## src/rtl/uart_pkg.sv

```systemverilog
// Shared UART definitions: scheduler state encoding, divisor defaults and
// the round-robin winner search used by the TX scheduler.
package uart_pkg;

  typedef enum logic [1:0] {
    ST_IDLE,
    ST_SEND,
    ST_BUSY,
    ST_HOLD
  } sched_state_e;

  localparam int unsigned DEF_DIV    = 651;
  localparam int unsigned OVERSAMPLE = 16;

  // Returns {found, index}: the first set bit of valid at or after ptr,
  // wrapping modulo n. Supports up to 8 requesters; ptr must be below n.
  function automatic logic [3:0] rr_pick(input logic [7:0] valid,
                                         input logic [2:0] ptr,
                                         input int         n);
    logic [3:0] res;
    logic [2:0] idx;
    int         sum;
    res = 4'd0;
    // Walk from the farthest offset down so the nearest hit is kept last.
    for (int i = 7; i >= 0; i--) begin
      if (i < n) begin
        sum = int'(ptr) + i;
        if (sum >= n) sum = sum - n;
        idx = 3'(sum);
        if (valid[idx]) res = {1'b1, idx};
      end
    end
    return res;
  endfunction

endpackage

```

## src/rtl/uart_tick_gen.sv

```systemverilog
// 16x oversampling tick generator shared by the UART RX and TX cores.
module uart_tick_gen
  import uart_pkg::*;
#(
  parameter int unsigned TICK_DIV = DEF_DIV
) (
  input  logic        i_CLK,
  input  logic        i_RST_n,
  input  logic        i_DIV_WE,
  input  logic [15:0] i_DIV,
  output logic        o_S_TICK
);

  logic [15:0] div_q;
  logic [15:0] cnt_q;
  logic [15:0] cnt_d;
  logic        tick;

  // Tick on the last count of the period; divisors 0 and 1 tick every cycle.
  // A divisor load restarts the period and suppresses the tick in that cycle.
  always_comb begin
    tick = 1'b0;
    if (!i_DIV_WE) tick = (div_q <= 16'd1) || (cnt_q == div_q - 16'd1);
    cnt_d = cnt_q + 16'd1;
    if (i_DIV_WE || tick) cnt_d = 16'd0;
  end

  // Divisor register and period counter.
  always_ff @(posedge i_CLK or negedge i_RST_n) begin
    if (!i_RST_n) begin
      div_q <= 16'(TICK_DIV);
      cnt_q <= 16'd0;
    end else begin
      if (i_DIV_WE) div_q <= i_DIV;
      cnt_q <= cnt_d;
    end
  end

  assign o_S_TICK = tick & i_RST_n;

endmodule

```

## src/rtl/uart_tx_sched.sv

```systemverilog
// Shares one UART TX core among N_REQ byte requesters with round-robin
// arbitration and packet locking; also hosts the oversampling tick.
//
// state | meaning
// IDLE  | no owner; accept first valid requester at/after rr_ptr
// SEND  | one-cycle start pulse to the TX core with the captured byte
// BUSY  | waiting for the TX core done pulse
// HOLD  | packet lock kept; only the owner may send, until hold timeout
module uart_tx_sched
  import uart_pkg::*;
#(
  parameter int unsigned N_REQ      = 4,
  parameter int unsigned TICK_DIV   = DEF_DIV,
  parameter int unsigned HOLD_TICKS = 160
) (
  input  logic               i_CLK,
  input  logic               i_RST_n,
  input  logic [N_REQ-1:0]   i_REQ_VALID,
  input  logic [N_REQ-1:0]   i_REQ_LAST,
  input  logic [8*N_REQ-1:0] i_REQ_DATA,
  output logic [N_REQ-1:0]   o_REQ_READY,
  output logic [N_REQ-1:0]   o_GRANT,
  output logic               o_TX_START,
  output logic [7:0]         o_TX_DIN,
  input  logic               i_TX_DONE,
  input  logic               i_DIV_WE,
  input  logic [15:0]        i_DIV,
  output logic               o_S_TICK
);

  localparam int unsigned PTR_W  = $clog2(N_REQ);
  localparam int unsigned HOLD_W = $clog2(HOLD_TICKS + 1);
  localparam logic [PTR_W-1:0]  LAST_IDX = PTR_W'(N_REQ - 1);
  localparam logic [HOLD_W-1:0] HOLD_LIM = HOLD_W'(HOLD_TICKS);

  sched_state_e      state_q;
  logic [PTR_W-1:0]  rr_ptr_q;
  logic [PTR_W-1:0]  idx_q;
  logic [N_REQ-1:0]  grant_q;
  logic [7:0]        data_q;
  logic              last_q;
  logic              start_q;
  logic [HOLD_W-1:0] hold_q;

  logic              s_tick;
  logic [3:0]        pick;
  logic              pick_ok;
  logic [PTR_W-1:0]  pick_idx;
  logic [PTR_W-1:0]  sel_idx;
  logic [PTR_W-1:0]  rr_next;
  logic [7:0]        sel_byte;
  logic              sel_last;
  logic [N_REQ-1:0]  ready;
  logic [7:0]        req_byte [N_REQ];

  uart_tick_gen #(.TICK_DIV(TICK_DIV)) u_tick (
    .i_CLK    (i_CLK),
    .i_RST_n  (i_RST_n),
    .i_DIV_WE (i_DIV_WE),
    .i_DIV    (i_DIV),
    .o_S_TICK (s_tick)
  );

  // Split the flat data bus into per-requester bytes.
  always_comb begin
    for (int k = 0; k < N_REQ; k++) req_byte[k] = i_REQ_DATA[8*k +: 8];
  end

  // Winner search, transfer-cycle byte select and combinational ready.
  always_comb begin
    pick     = rr_pick(8'(i_REQ_VALID), 3'(rr_ptr_q), int'(N_REQ));
    pick_ok  = pick[3];
    pick_idx = PTR_W'(pick[2:0]);
    sel_idx  = (state_q == ST_IDLE) ? pick_idx : idx_q;
    sel_byte = req_byte[sel_idx];
    sel_last = i_REQ_LAST[sel_idx];
    rr_next  = (idx_q == LAST_IDX) ? '0 : idx_q + 1'b1;
    ready    = '0;
    if (state_q == ST_IDLE && pick_ok) ready[pick_idx] = 1'b1;
    else if (state_q == ST_HOLD && i_REQ_VALID[idx_q]) ready[idx_q] = 1'b1;
    // Ready is combinational, so mask it while reset is held.
    if (!i_RST_n) ready = '0;
  end

  // Scheduler FSM with registered grant, start and data outputs.
  always_ff @(posedge i_CLK or negedge i_RST_n) begin
    if (!i_RST_n) begin
      state_q  <= ST_IDLE;
      rr_ptr_q <= '0;
      idx_q    <= '0;
      grant_q  <= '0;
      data_q   <= 8'd0;
      last_q   <= 1'b0;
      start_q  <= 1'b0;
      hold_q   <= '0;
    end else begin
      start_q <= 1'b0;
      case (state_q)
        ST_IDLE: begin
          if (pick_ok) begin
            idx_q   <= pick_idx;
            grant_q <= N_REQ'(1) << pick_idx;
            data_q  <= sel_byte;
            last_q  <= sel_last;
            start_q <= 1'b1;
            state_q <= ST_SEND;
          end
        end
        ST_SEND: state_q <= ST_BUSY;
        ST_BUSY: begin
          if (i_TX_DONE) begin
            if (last_q) begin
              rr_ptr_q <= rr_next;
              grant_q  <= '0;
              state_q  <= ST_IDLE;
            end else begin
              hold_q  <= '0;
              state_q <= ST_HOLD;
            end
          end
        end
        ST_HOLD: begin
          // A waiting owner byte takes precedence over a same-cycle timeout.
          if (i_REQ_VALID[idx_q]) begin
            data_q  <= sel_byte;
            last_q  <= sel_last;
            start_q <= 1'b1;
            state_q <= ST_SEND;
          end else if (s_tick) begin
            if (hold_q + 1'b1 == HOLD_LIM) begin
              rr_ptr_q <= rr_next;
              grant_q  <= '0;
              state_q  <= ST_IDLE;
            end else begin
              hold_q <= hold_q + 1'b1;
            end
          end
        end
        default: state_q <= ST_IDLE;
      endcase
    end
  end

  assign o_REQ_READY = ready;
  assign o_GRANT     = grant_q;
  assign o_TX_START  = start_q;
  assign o_TX_DIN    = data_q;
  assign o_S_TICK    = s_tick;

endmodule

```

## config.mk

```make
export PLATFORM = sky130hd
export DESIGN_NAME = uart_tx_sched
export DESIGN_NICKNAME = d
export VERILOG_FILES = /design/src/rtl/uart_pkg.sv /design/src/rtl/uart_tick_gen.sv /design/src/rtl/uart_tx_sched.sv
export SDC_FILE = /design/constraint.sdc
export NUM_CORES = 1
export LEC_CHECK = 0
export CAP_MARGIN = 20
export CORE_AREA = 2 2 92 94
export CTS_CLUSTER_SIZE = 28
export DETAILED_ROUTE_END_ITERATION = 12
export DIE_AREA = 0 0 94 96
export HOLD_SLACK_MARGIN = 0.12
export PLACE_DENSITY = 0.91
export SLEW_MARGIN = 20
export SYNTH_ARGS = -nofsm -noshare
export SYNTH_HDL_FRONTEND = slang
export SYNTH_SLANG_ARGS = --single-unit
```

## constraint.sdc

```tcl
create_clock -name i_CLK -period 3.8 [get_ports i_CLK]
set_input_delay 0.38 -clock i_CLK [delete_from_list [all_inputs] [get_ports i_CLK]]
set_output_delay 0.38 -clock i_CLK [all_outputs]
set_load 0.01 [all_outputs]
```

Word-level counts from Yosys, hierarchy flattened
Index checks and enable logic that the tools add are counted.

operators by class
  equal/unequal tests = 17
  $lt $le $gt $ge = 15
  reductions and logical operators = 16
  add/sub/neg operators = 11
  shifts and indexed selects = 1
  mux-type cells = 69
  bitwise operators = 2

operators by type and width
  cell                                                                           number
  8-bit two-way mux                                                              9
  4-bit two-way mux                                                              13
  8-bit case mux with 2 select lines                                             2
  2-bit two-way mux                                                              13
  16-bit by 1-bit adder with 16-bit output (second input constant)               1
  8-bit binary-select mux with 2-bit select                                      1
  16-bit == test                                                                 1
  16-bit by 1-bit <= comparator with 1-bit output (second input constant)        1
  3-bit by 4-bit less-than comparator with 1-bit output (second input constant)  4
  16-bit two-way mux                                                             1
  16-bit by 1-bit subtractor with 16-bit output (second input constant)          1
  2-bit != test (second input constant)                                          7
  1-bit two-way mux                                                              13
  1-bit binary-select mux with 3-bit select                                      4
  3-bit greater-or-equal comparator (second input constant)                      4
  3-bit two-way mux                                                              4
  4-bit case mux with 3 select lines                                             1
  6-bit AND reduction                                                            2
  2-bit by 3-bit less-than comparator with 1-bit output (second input constant)  3
  3-bit subtractor (second input constant)                                       3
  8-bit by 1-bit adder with 8-bit output (second input constant)                 1
  8-bit == test (second input constant)                                          1
  2-bit case mux with 4 select lines                                             1
  7-bit AND reduction                                                            1
  26 further kinds                                                               39

word-level totals
  output and inout bits = 18
  input bits = 60
  logic and storage cells = 141
  flip-flop bits (word level) = 60

Depth between registers and ports, before layout
  depth in word-level cells = 16
  mapped depth = 13
  gate-level depth less buffers = 10

Cells and area by module
A second synthesis with hierarchy kept.

unflattened totals
  cells, all modules = 529
  area, all modules = 4604.4 µm²

modules (own cells, without submodules)
  module         seq. area each (µm²)  cells each  times used  area an instance (µm²)
  uart_tx_sched  700.7                 343         1           2725.1
  uart_tick_gen  807.0                 186         1           1879.3

Least setup slack after synthesis
OpenSTA, ideal clock, no wires.

  path kind = register -> register
  start = register rr_ptr_q[0]
  end = register last_q
  required time = 3.659 ns
  buffers on the path = 3
  arrival time = 2.934 ns
  library setup time = 0.141 ns
  clock period less this slack = 3.075 ns
  stages on the path, launching flop included = 14
  setup slack = 0.725 ns
  path through = dfrtp_1 > clkbuf_1 > inv_1 > ha_1 > mux2i_1 > mux2i_1 > nor2_1 > mux2i_1 > a21oi_1 > mux2i_1 > buf_1 > buf_2 > mux2i_1 > o221ai_1

between the ends
  word-level cells in the longest chain between the ends = 14
  elaborated cells between the ends (all ways) = 35
  those cells by class = add/sub (7); order compare (4); eq/ne (1); mux (22); reduce/logical (1)

RTL lines
  what                                                                   RTL line                                    RTL
  start, declared                                                        uart_tx_sched.sv:37                         logic [PTR_W-1:0] rr_ptr_q;
  start signal, assigned                                                 uart_tx_sched.sv:113                        rr_ptr_q <= rr_next;
  start signal, assigned                                                 uart_tx_sched.sv:131                        rr_ptr_q <= rr_next;
  2-bit by 2-bit adder with 3-bit output                                 uart_pkg.sv:27                              sum = int'(ptr) + i;
  3-bit subtractor or 3-bit greater-or-equal comparator (tied branches)  uart_pkg.sv:28                              if (sum >= n) sum = sum - n;
  3-bit two-way mux                                                      uart_pkg.sv:28
  1-bit binary-select mux with 3-bit select                              uart_pkg.sv:30                              if (valid[idx]) res = {1'b1, idx};
  1-bit two-way mux (not written as such)                                uart_pkg.sv:30
  4-bit two-way mux (3 in series)                                        uart_pkg.sv:30
  4-bit two-way mux *                                                    uart_pkg.sv:30
  2-bit two-way mux                                                      uart_tx_sched.sv:74                         sel_idx = (state_q == ST_IDLE) ? pick_idx : idx_q;
  1-bit binary-select mux with 2-bit select                              uart_tx_sched.sv:76                         sel_last = i_REQ_LAST[sel_idx];
  1-bit two-way mux (not written as such)                                uart_tx_sched.sv:76
  1-bit two-way mux, on equally long branches                            uart_tx_sched.sv:124, uart_tx_sched.sv:100
  1-bit case mux with 2 select lines                                     uart_tx_sched.sv:98                         case (state_q)
  end signal, assigned                                                   uart_tx_sched.sv:104                        last_q <= sel_last;
  end signal, assigned                                                   uart_tx_sched.sv:126                        last_q <= sel_last;
  end, declared                                                          uart_tx_sched.sv:41                         logic last_q;

Every way passes the cells marked *; elsewhere a longest branch is shown, timed or not. The select of a mux whose other input is x is not followed.
A chain may end at the register's enable or synchronous reset.

Final worst setup path
  start = register u_tick.div_q[10]
  end = output port o_S_TICK

between the ends
  word-level cells in the longest chain between the ends = 5
  elaborated cells between the ends (all ways) = 6
  those cells by class = add/sub (1); order compare (1); eq/ne (1); mux (1); bitwise (1); reduce/logical (1)

RTL lines
  what                                           RTL line             RTL
  start, declared                                uart_tick_gen.sv:14  logic [15:0] div_q;
  start signal, assigned                         uart_tick_gen.sv:31  div_q <= 16'(TICK_DIV);
  start signal, assigned                         uart_tick_gen.sv:34  if (i_DIV_WE) div_q <= i_DIV;
  16-bit by 1-bit subtractor with 16-bit output  uart_tick_gen.sv:23  if (!i_DIV_WE) tick = (div_q <= 16'd1) || (cnt_q == div_q - 16'd1);
  16-bit == test                                 uart_tick_gen.sv:23
  1-bit logical OR *                             uart_tick_gen.sv:23
  1-bit two-way mux *                            uart_tick_gen.sv:23
  1-bit bitwise AND *                            uart_tick_gen.sv:39  assign o_S_TICK = tick & i_RST_n;
  end, declared                                  uart_tx_sched.sv:28  output logic o_S_TICK

Every way passes the cells marked *; elsewhere a longest branch is shown, timed or not.

==> results.sh <==
export IMPL_required_ns=3.42
export IMPL_slowest_stage="or4_4"
export IMPL_antenna_left=0
export IMPL_drv_slew=0
export IMPL_slowest_delay_ns=0.60
export IMPL_outcome="complete, no violations"
export IMPL_syn_area_sq_um=4150
export IMPL_synth_warnings=0
export IMPL_swShare_pct=40.3
export IMPL_rrSetupSlack_ns=0.59
export IMPL_cts_buffer_depth=2
export IMPL_hold_violations=0
export IMPL_fin_ws_ns=0.161
export IMPL_area_growth_pct=26.3
export IMPL_fill_cells=618
export IMPL_finalSetupViolations=0
export IMPL_grt_pass1_vias=3713
export IMPL_fp_row_count=33
export IMPL_via_per_inst=5.92
export IMPL_ys_types=67
export IMPL_cp_endpoint="o_S_TICK"
export IMPL_crit_chain="or4_4, or3_1, a2111o_1, a22oi_2, nand4b_4, a21oi_1, clkdlybuf4s50_1"
export IMPL_syn_nets=527
export IMPL_multi_input_area_sq_um=2510
export IMPL_path_max_fanout=7
export IMPL_crit_reg2reg_launch="u_tick.div_q[10]"
export IMPL_grt_max_degree=59
export IMPL_cts_tree="done"
export IMPL_routed_wirelength_mm=10.4
export IMPL_grt_usage_pct=24.7
export IMPL_grt_pass1_wl_mm=17.4
export IMPL_synth_edf_count=0
export IMPL_p_leak_nw=2.15
export IMPL_final_cell_mix="clkdlybuf4s50_1 (76), dfrtp_1 (55), nand2_1 (43), nor2_1 (39), mux2i_1 (25)"
export IMPL_drt_wirelength_per_cell_um=16.5
export IMPL_root_buffer="clkbuf_8"
export IMPL_power_mw=3.30
export IMPL_p_comb_share_pct=51.0
export IMPL_antenna_found_initial=0
export IMPL_synth_cells=454
export IMPL_critPathTopFamily="simple AND/OR/NAND/NOR gates"
export IMPL_synth_seq_area_share_pct=36.4
export IMPL_tightest_slew_ns=0.949
export IMPL_die_area_sq_um=9020
export IMPL_grt_remaining_overflow=0
export IMPL_power_switching_mw=1.33
export IMPL_drive_gt1_share_pct=10.6
export IMPL_ir_worst_vdd_mv=0.463
export IMPL_syn_area_per_cell_sq_um=9.13
export IMPL_core_region_area_sq_um=8050
export IMPL_ys_ff_latch=60
export IMPL_start_util_pct=51.5
export IMPL_htree_levels=3
export IMPL_fin_skew_ns=0.0107
export IMPL_finalCriticalPeriod_ns=3.64
export IMPL_num_io_pins=78
export IMPL_drv_cap=0
export IMPL_cp_arrival_ns=3.26
export IMPL_die_h_um=96
export IMPL_pwr_density_cell_nw_per_um2=631
export IMPL_cts_buffers=9
export IMPL_io_buffers=77
export IMPL_die_w_um=94
export IMPL_critPathKind="reg -> out"
export IMPL_path_depth=7
export IMPL_seq_area_sq_um=1510
export IMPL_clk_pin_slew_ns=0.07
export IMPL_async_flop_share_pct=100
export IMPL_diodes=0
export IMPL_dp_hpwl_mm=7.84
export IMPL_drc=0
export IMPL_gp_congestion=0.946
export IMPL_whs_ns=0.383
export IMPL_crit_buf_inv=1
export IMPL_nets=595
export IMPL_first_iter_violations=322
export IMPL_rsz0062_at_grt="no"
export IMPL_max_slew_margin_rel_pct=35.1
export IMPL_finalCritPeriodShare_pct=95.8
export IMPL_p_seq_share_pct=28.7
export IMPL_power_clock_fraction_pct=20.3
export IMPL_vias=3740
export IMPL_p_int_mw=1.97
export IMPL_setup_worst_path_start_class="flip-flop"
export IMPL_clock_sinks=60
export IMPL_startpoint="u_tick.div_q[10]"
export IMPL_synth_ff_type="dfrtp_1"
export IMPL_r2r_cells=8
export IMPL_fmax_mhz=275
export IMPL_setup_tns_ns=0
export IMPL_hold_class="in -> async"
export IMPL_cp_end_kind="output pin"
export IMPL_pre_cts_ws_ns=0.379
export IMPL_layout_commonest_cell="clkdlybuf4s50_1"
export IMPL_final_core_util_pct=65.0
export IMPL_r2r_end="hold_q[0]"
export IMPL_clk_latency_ns=0.35
export IMPL_first_pass_iters=5
==> worst min-delay path by stage <==
stage | from | to | slack (ns) | cells after the start
floorplan | i_RST_n | hold_q[0] | 0.08 | 0
global placement | i_RST_n | idx_q[0] | 0.23 | 1
detailed placement | i_RST_n | idx_q[0] | 0.23 | 1
CTS | i_RST_n | idx_q[0] | 0.38 | 2
global route | i_RST_n | o_TX_START | 0.42 | 2
finish | i_RST_n | idx_q[0] | 0.38 | 2
==> cell usage after synthesis (all sizes together) (3+ instances only) <==
master / count / share of area (%)
nor3: 6 / 0.72
mux2i: 26 / 6.3
dfrtp: 55 / 33
a21o: 3 / 0.54
mux2: 16 / 4.3
and2: 3 / 0.45
inv: 15 / 1.4
nor2b: 10 / 1.5
a31oi: 7 / 1.1
o211ai: 7 / 1.3
clkbuf: 17 / 1.5
nand2b: 9 / 1.4
xnor2: 15 / 3.2
and3: 8 / 1.2
nand3: 16 / 1.9
or4: 5 / 0.91
a211oi: 5 / 0.91
nor2: 39 / 3.5
o221ai: 10 / 2.1
o22ai: 3 / 0.60
dfstp: 5 / 3.2
xor2: 15 / 3.2
ha: 13 / 3.9
o21ai: 19 / 2.4
nand3b: 4 / 0.72
a21oi: 17 / 2.1
or2: 4 / 0.60
a41o: 3 / 0.72
nor4: 8 / 1.2
buf: 8 / 1.0
or3: 5 / 0.75
a22oi: 3 / 0.66
nand2: 43 / 3.9
==> stage by stage <==
step,std cells,instance area (sq um)
2_1_floorplan,454,4150
3_3_place_gp,615,4970
3_5_place_dp,615,4970
4_1_cts,632,5210
5_1_grt,632,5240
6_report,632,5240
==> state kept, by name (all words and copies together) (netlist names) <==
signal and flops:
last_q 1, u_tick.div_q 16, o_TX_START 1, o_TX_DIN 8, rr_ptr_q 2, state_q 2, u_tick.cnt_q 16, idx_q 2
o_GRANT 4, hold_q 8
==> layout make-up <==
type | count | share of cell area [%]
multi-input combinational | 354 | 47.9
sequential | 60 | 28.8
timing repair buffer | 82 | 15.4
clock buffer | 12 | 2.96
tap | 105 | 2.51
clock inverter | 4 | 1.39
inverter | 15 | 1.08
==> kinds of logic (layout without fill, tap and decap cells) <==
family | count (synthesis) | after routing | share of synthesized area, %
flip-flops | 60 | 60 | 36.4
adder cells (fa/ha/maj) | 13 | 13 | 3.92
multiplexers | 43 | 43 | 11.2
buffers and inverters | 40 | 113 | 3.89
AO/OA/AOI/OAI | 98 | 98 | 17.2
AND/OR/NAND/NOR | 170 | 170 | 21.1
XOR/XNOR | 30 | 30 | 6.34
==> power groups by stage <==
stage | Clock (mW) | Combinational (mW) | Sequential (mW)
6_report | 0.669 | 1.68 | 0.948
5_1_grt | 0.701 | 1.85 | 0.972
4_1_cts | 0.671 | 1.66 | 0.945
3_5_place_dp | 0 | 1.65 | 0.952
3_3_place_gp | 0 | 1.57 | 0.945
2_1_floorplan | 0 | 1.17 | 0.930
==> timing repair <==
| action | 4_1_cts | 5_1_grt |
|---|---|---|
| setup endpoints to repair | 0 | 4 |
| setup buffers | 0 | 0 |
| gates resized for setup | 0 | 6 |
| hold endpoints to repair | 2 | 0 |
| hold buffers | 1 | 0 |
==> routing by layer <==
metal	share of wire (%)	vias up	track usage, %
li1	-	1783	-
met1	42	1758	30.2
met2	48	169	41.7
met3	7.2	30	5.87
met4	2.6	0	11.1
met5	0	-	0
Note: power is estimated with default switching activity, not from simulation.
